**src/rtl/inst_fetch_pkg.sv**
```systemverilog
// Shared definitions for the instruction fetch stage: widths, the NOP encoding
// and the fetch FSM state type.
package common_def;

    localparam int          COMMON_WIDTH = 32;
    localparam logic [31:0] NOP_INST     = 32'h0000_0000;
    localparam logic [31:0] INST_BYTES   = 32'd4;

    typedef enum logic [1:0] {
        RUN   = 2'd0,
        HOLD  = 2'd1,
        DRAIN = 2'd2
    } fetch_state_t;

    // Instruction addresses are always word aligned.
    function automatic logic [COMMON_WIDTH-1:0] word_align(input logic [COMMON_WIDTH-1:0] a);
        return {a[COMMON_WIDTH-1:2], 2'b00};
    endfunction

endpackage

```
**src/rtl/inst_fetch_if.sv**
```systemverilog
// Instruction-memory request/acknowledge bus: one outstanding word fetch at a time.
interface inst_fetch_if;
    import common_def::*;

    logic                    imem_req;
    logic [COMMON_WIDTH-1:0] imem_addr;
    logic                    imem_ack;
    logic [COMMON_WIDTH-1:0] imem_rdata;

    modport master (output imem_req, output imem_addr, input imem_ack, input imem_rdata);
    modport slave  (input imem_req, input imem_addr, output imem_ack, output imem_rdata);

endinterface

```
**src/rtl/inst_fetch.sv**
```systemverilog
// Instruction fetch stage: PC, hold buffer and redirect drain FSM feeding the
// IF/ID register, with NOP bubbles whenever no valid instruction is available.
module inst_fetch
    import common_def::*;
#(
    parameter logic [COMMON_WIDTH-1:0] RESET_PC = 32'h0000_0000
) (
    input  logic                    clk,
    input  logic                    rst,
    input  logic                    stall,
    input  logic                    redirect_valid,
    input  logic [COMMON_WIDTH-1:0] redirect_pc,
    inst_fetch_if.master            imem,
    output logic [COMMON_WIDTH-1:0] inst,
    output logic [COMMON_WIDTH-1:0] pc_addr,
    output logic                    fetch_wait
);

    fetch_state_t            state_q, state_d;
    logic [COMMON_WIDTH-1:0] pc_q, pc_d;
    logic [COMMON_WIDTH-1:0] hold_inst_q, hold_inst_d;
    logic [COMMON_WIDTH-1:0] hold_pc_q, hold_pc_d;
    logic [COMMON_WIDTH-1:0] target_q, target_d;
    logic [COMMON_WIDTH-1:0] redir_pc;

    assign redir_pc = word_align(redirect_pc);

    always_ff @(posedge clk or posedge rst) begin
        if (rst) begin
            state_q     <= RUN;
            pc_q        <= RESET_PC;
            hold_inst_q <= '0;
            hold_pc_q   <= '0;
            target_q    <= '0;
        end else begin
            state_q     <= state_d;
            pc_q        <= pc_d;
            hold_inst_q <= hold_inst_d;
            hold_pc_q   <= hold_pc_d;
            target_q    <= target_d;
        end
    end

    // Redirect beats stall and normal advance; without an ack the open request
    // must still complete, so the target is parked until DRAIN sees the ack.
    always_comb begin
        state_d     = state_q;
        pc_d        = pc_q;
        hold_inst_d = hold_inst_q;
        hold_pc_d   = hold_pc_q;
        target_d    = target_q;
        unique case (state_q)
            RUN: begin
                if (imem.imem_ack) begin
                    if (redirect_valid) begin
                        pc_d = redir_pc;
                    end else if (!stall) begin
                        pc_d = pc_q + INST_BYTES;
                    end else begin
                        hold_inst_d = imem.imem_rdata;
                        hold_pc_d   = pc_q;
                        state_d     = HOLD;
                    end
                end else if (redirect_valid) begin
                    target_d = redir_pc;
                    state_d  = DRAIN;
                end
            end
            HOLD: begin
                if (redirect_valid) begin
                    pc_d    = redir_pc;
                    state_d = RUN;
                end else if (!stall) begin
                    pc_d    = hold_pc_q + INST_BYTES;
                    state_d = RUN;
                end
            end
            DRAIN: begin
                if (redirect_valid) begin
                    target_d = redir_pc;
                end
                if (imem.imem_ack) begin
                    pc_d    = redirect_valid ? redir_pc : target_q;
                    state_d = RUN;
                end
            end
            default: state_d = RUN;
        endcase
    end

    // pc_q is frozen in DRAIN, so it doubles as the still-open request address.
    always_comb begin
        imem.imem_req  = 1'b0;
        imem.imem_addr = pc_q;
        inst           = NOP_INST;
        pc_addr        = pc_q;
        fetch_wait     = 1'b0;
        unique case (state_q)
            RUN: begin
                imem.imem_req = 1'b1;
                if (imem.imem_ack && !redirect_valid) begin
                    inst = imem.imem_rdata;
                end
                fetch_wait = !imem.imem_ack;
            end
            HOLD: begin
                if (!redirect_valid) begin
                    inst    = hold_inst_q;
                    pc_addr = hold_pc_q;
                end
            end
            DRAIN: begin
                imem.imem_req = 1'b1;
                fetch_wait    = 1'b1;
            end
            default: begin
                imem.imem_req = 1'b0;
            end
        endcase
        if (rst) begin
            imem.imem_req = 1'b0;
            inst          = NOP_INST;
            pc_addr       = RESET_PC;
            fetch_wait    = 1'b0;
        end
    end

endmodule
```
**src/flat_wrapper.sv**
```systemverilog
// flat-port wrapper written by rule: the top's interface ports become plain ports
module inst_fetch_flat import common_def::*;
#(
    parameter logic [COMMON_WIDTH-1:0] RESET_PC = 32'h0000_0000
)
  (clk, rst, stall, redirect_valid, redirect_pc, inst, pc_addr, fetch_wait, imem_imem_req, imem_imem_addr, imem_imem_ack, imem_imem_rdata);
  inst_fetch_if imem_i ();
  input  logic clk;
  input  logic rst;
  input  logic stall;
  input  logic redirect_valid;
  input  logic [COMMON_WIDTH-1:0] redirect_pc;
  output logic [COMMON_WIDTH-1:0] inst;
  output logic [COMMON_WIDTH-1:0] pc_addr;
  output logic fetch_wait;
  output wire logic [$bits(imem_i.imem_req)-1:0] imem_imem_req;
  output wire logic [$bits(imem_i.imem_addr)-1:0] imem_imem_addr;
  input wire logic [$bits(imem_i.imem_ack)-1:0] imem_imem_ack;
  input wire logic [$bits(imem_i.imem_rdata)-1:0] imem_imem_rdata;
  assign imem_imem_req = imem_i.imem_req;
  assign imem_imem_addr = imem_i.imem_addr;
  assign imem_i.imem_ack = imem_imem_ack;
  assign imem_i.imem_rdata = imem_imem_rdata;
  inst_fetch #(.RESET_PC(RESET_PC)) u_core (.clk(clk), .rst(rst), .stall(stall), .redirect_valid(redirect_valid), .redirect_pc(redirect_pc), .imem(imem_i), .inst(inst), .pc_addr(pc_addr), .fetch_wait(fetch_wait));
endmodule
```
**config.mk**
```make
export PLATFORM = sky130hd
export DESIGN_NAME = inst_fetch_flat
export DESIGN_NICKNAME = d
export VERILOG_FILES = /design/src/rtl/inst_fetch_pkg.sv /design/src/rtl/inst_fetch_if.sv /design/src/rtl/inst_fetch.sv /design/src/flat_wrapper.sv
export SDC_FILE = /design/constraint.sdc
export NUM_CORES = 1
export LEC_CHECK = 0
export BUFFER_PORTS_ARGS = -buffer_cell sky130_fd_sc_hd__buf_4
export CAP_MARGIN = 20
export CORE_MARGIN = 2
export CORE_UTILIZATION = 35
export DETAILED_ROUTE_END_ITERATION = 10
export PLACE_DENSITY_LB_ADDON = 0.15
export RECOVER_POWER = 25
export SYNTH_ARGS = -nofsm -noshare
export SYNTH_HDL_FRONTEND = slang
export SYNTH_SLANG_ARGS = --single-unit
```
**constraint.sdc**
```tcl
create_clock -name clk -period 4.1 [get_ports clk]
set_clock_uncertainty 0.1 [all_clocks]
set_input_delay 0 -clock clk [delete_from_list [all_inputs] [get_ports clk]]
set_output_delay 0 -clock clk [all_outputs]
set_load 0.1 [all_outputs]
```
==> results.json <==
{
  "mappedNetlistNets": 940,
  "antenna-diode-count": 0,
  "rsz_0062_raised_after_global_routing": "no",
  "synthesized_area_per_cell_um2": 9.151,
  "hold_class": "input pin to flip-flop",
  "timing.slew.headroom_pct": 11.78,
  "grt_remaining_overflow": 0,
  "grt_start_max_net_pins": 61,
  "run_status": "finished, final reports clean",
  "finalSetupTns_ns": 0,
  "finalHoldViolCount": 0,
  "cts.repair.resized": 0,
  "total_cell_area_at_the_placement_stage_um2": 9458,
  "maxCapViolations": 0,
  "grt_first_pass_wirelength_mm": 42.20,
  "worst_setup_path_end_kind": "output port",
  "clock_tree.htree_level_count": 4,
  "cts_tree": "yes",
  "finalSetupViolCount": 0,
  "yosys_warnings": 0,
  "ys_seq_elements": 130,
  "cellPowerDensity_nw_per_um2": 893.4,
  "routed_wirelength_mm": 26.95,
  "netlist-cell-type-count": 61,
  "timing.final.ws_setup_ns": 0.7630,
  "synth_edf_count": 0,
  "vias_per_cell": 5.563,
  "grt_pass1_vias": 7554,
  "clkLatencyLatePin_ns": 0.43,
  "final_layout_size_suffix_gt1_share_pct": 27.94,
  "area.sequential_um2": 3253,
  "drc": 0,
  "grt_use_total_pct": 22.56,
  "drt_pre_antenna_iters": 5,
  "nets": 1142,
  "f_max_ghz": 0.2997,
  "cts.reportedPaths.clkPinSlew_ns": 0.06,
  "dp_hpwl_mm": 17.26,
  "cts.root.buffer_cell": "sky130_fd_sc_hd__clkbuf_16",
  "worst-path-max-fanout": 27,
  "chipWidth_um": 154.5,
  "numCtsBuffers": 17,
  "via_count": 7599,
  "multi_input_comb_area_um2": 4374,
  "cp_data_required_time_ns": 4.00,
  "fraction_of_registers_with_async_set_or_reset_after_synthesis_pct": 100.0,
  "antenna_found_initial": 0,
  "initial_core_utilization_pct": 35.33,
  "sequential_area_share_after_synthesis_pct": 41.05,
  "clockBufferDepth": 2,
  "violation_count_after_the_first_detailed_route_iteration": 514,
  "worst_pin_slew_ns": 1.323,
  "setup.worst_path.class": "flip-flop to output port",
  "fp.dieH_um": 154.5,
  "synth_top_flop_cell": "sky130_fd_sc_hd__dfrtp_1",
  "floorplan.core_area_um2": 22430,
  "final_area_um2": 10600,
  "drt-wirelength-per-cell_um": 19.73,
  "port_buffers": 164,
  "static-leakage-power_nw": 4.438,
  "time_the_worst_path_needs_with_i_o_delays_and_setup_ns": 3.337,
  "timing.final.crit_share_pct": 81.39,
  "dieArea_um2": 23860,
  "timing.critical_path.from_type": "flip-flop",
  "drt.antenna.violating_nets": 0,
  "final-max-slew-violation-count": 0,
  "area_growth_pct": 33.79,
  "design.portCount": 167,
  "cts.sink_count": 130,
  "ir_drop_mv": 0.4017,
  "pre_cts_slack_ns": 1.193,
  "routabilityCongestion": 0.8164,
  "number_of_inserted_filler_cells_in_the_final_layout": 2206,
  "worst_ep_arrival_time_ns": 3.24,
  "rows": 55,
  "mappedNetlistArea_um2": 7925,
  "synthCells": 866
}
-- path summary, 6_finish.rpt --
check	from	end	slack, ns	cells past startpoint
max	u_core.state_q[1]	pc_addr[16]	0.76	7
min	stall	u_core.state_q[0]	0.02	5
max reg2reg	u_core.state_q[1]	u_core.imem.imem_addr[20]	1.13	8
min reg2reg	u_core.target_q[1]	u_core.target_q[1]	0.39	1
max in group asynchronous	rst	u_core.imem.imem_addr[24]	1.64	4
min in group asynchronous	rst	u_core.hold_inst_q[23]	0.47	3
-- placed cells by master, fill, tap and decap left out, types with 5 or more instances in the layout --
master	n
sky130_fd_sc_hd__nand4_1	10
sky130_fd_sc_hd__dfrtp_1	130
sky130_fd_sc_hd__a22o_1	11
sky130_fd_sc_hd__o21ai_0	49
sky130_fd_sc_hd__nor3_1	13
sky130_fd_sc_hd__nand2_1	119
sky130_fd_sc_hd__a211oi_1	18
sky130_fd_sc_hd__buf_4	151
sky130_fd_sc_hd__ha_1	5
sky130_fd_sc_hd__a22oi_1	38
sky130_fd_sc_hd__nand3_1	33
sky130_fd_sc_hd__clkbuf_16	17
sky130_fd_sc_hd__xnor2_1	21
sky130_fd_sc_hd__and3_1	8
sky130_fd_sc_hd__nor2_1	70
sky130_fd_sc_hd__mux2_2	95
sky130_fd_sc_hd__a221oi_1	19
sky130_fd_sc_hd__a21oi_1	61
sky130_fd_sc_hd__inv_1	12
sky130_fd_sc_hd__xor2_1	12
sky130_fd_sc_hd__dlygate4sd3_1	64
sky130_fd_sc_hd__clkbuf_1	34
-- cell type report --
type,instances,share of cell area [%]
Clock inverter,10,1.463
Sequential cell,130,30.68
Multi-Input combinational cell,656,41.26
Timing Repair Buffer,250,18.29
Inverter,13,0.4720
Clock buffer,22,4.472
Tap cell,285,3.363
-- logic make-up after synthesis --
kind of cell,Yosys count,share of synthesized area [%]
fa+ha+maj,5,0.7894
flops,130,41.05
buf+inv,80,3.994
simple gates,289,17.21
compound gates,230,19.31
mux,99,14.00
xor+xnor,33,3.647
-- per-layer routing --
metal,track usage [%],routed length (um),vias up
met4,7.275,512,0
met1,29.89,12020,3734
met2,36.22,12600,266
li1,-,-,3567
met5,0,0,-
met3,5.716,1819,32
-- flip-flops by register name, indices dropped and copies added (netlist names) --
signal / flops
u_core.hold_inst_q: 32
u_core.hold_pc_q: 32
u_core.target_q: 32
u_core.imem.imem_addr: 32
u_core.state_q: 2
-- what timing repair did --
action	CTS	global route
hold endpoints to repair	114	0
buffers inserted	0	0
hold buffers	64	0
endpoints found under the setup margin	0	0
-- where the power goes --
group / leakage [nW] / switching (mW) / internal, mW
Sequential: 1.56 / 0.743 / 1.91
Combinational: 2.57 / 3.70 / 1.47
Clock: 0.306 / 0.595 / 1.06
Total: 4.44 / 5.04 / 4.43
-- per-stage QoR --
stage | std cells | hold WS (ns) | utilization [%] | total power [mW]
after detailed placement | 1270 | 0.1475 | 42.16 | 7.891
after global routing | 1366 | 0.06755 | 47.26 | 9.991
after global placement | 1270 | 0.1425 | 42.16 | 7.852
final | 1366 | 0.02125 | 47.26 | 9.472
after floorplan | 866 | 0.05052 | - | 6.559
after CTS | 1366 | 0.007151 | 47.82 | 9.624
-- Yosys cell counts, drive strengths merged (5+ instances only) --
cell | count | area, um^2
buf | 16 | 75.07
ha | 5 | 62.56
xnor2 | 21 | 183.9
nor3 | 13 | 65.06
nor2 | 71 | 266.5
inv | 13 | 48.80
xor2 | 12 | 105.1
nor4 | 9 | 105.1
clkbuf | 51 | 192.7
a22o | 11 | 96.34
nand4 | 11 | 75.07
o21ai | 50 | 250.2
nand2 | 121 | 456.7
and3 | 8 | 50.05
nand3 | 36 | 202.7
a21oi | 61 | 305.3
dfrtp | 130 | 3253
a221oi | 21 | 196.4
a211oi | 18 | 135.1
a22oi | 38 | 285.3
mux2 | 95 | 1070
-- worst max-delay path: stages (launching register included) --
cell and delay [ns]:
sky130_fd_sc_hd__dfrtp_1 0.41, sky130_fd_sc_hd__inv_1 0.09, sky130_fd_sc_hd__ha_1 0.56, sky130_fd_sc_hd__nor2b_4 0.85, sky130_fd_sc_hd__buf_4 0.34, sky130_fd_sc_hd__nand2_1 0.08, sky130_fd_sc_hd__a21oi_1 0.15, sky130_fd_sc_hd__buf_4 0.32
(Power assumes the default switching activity.)
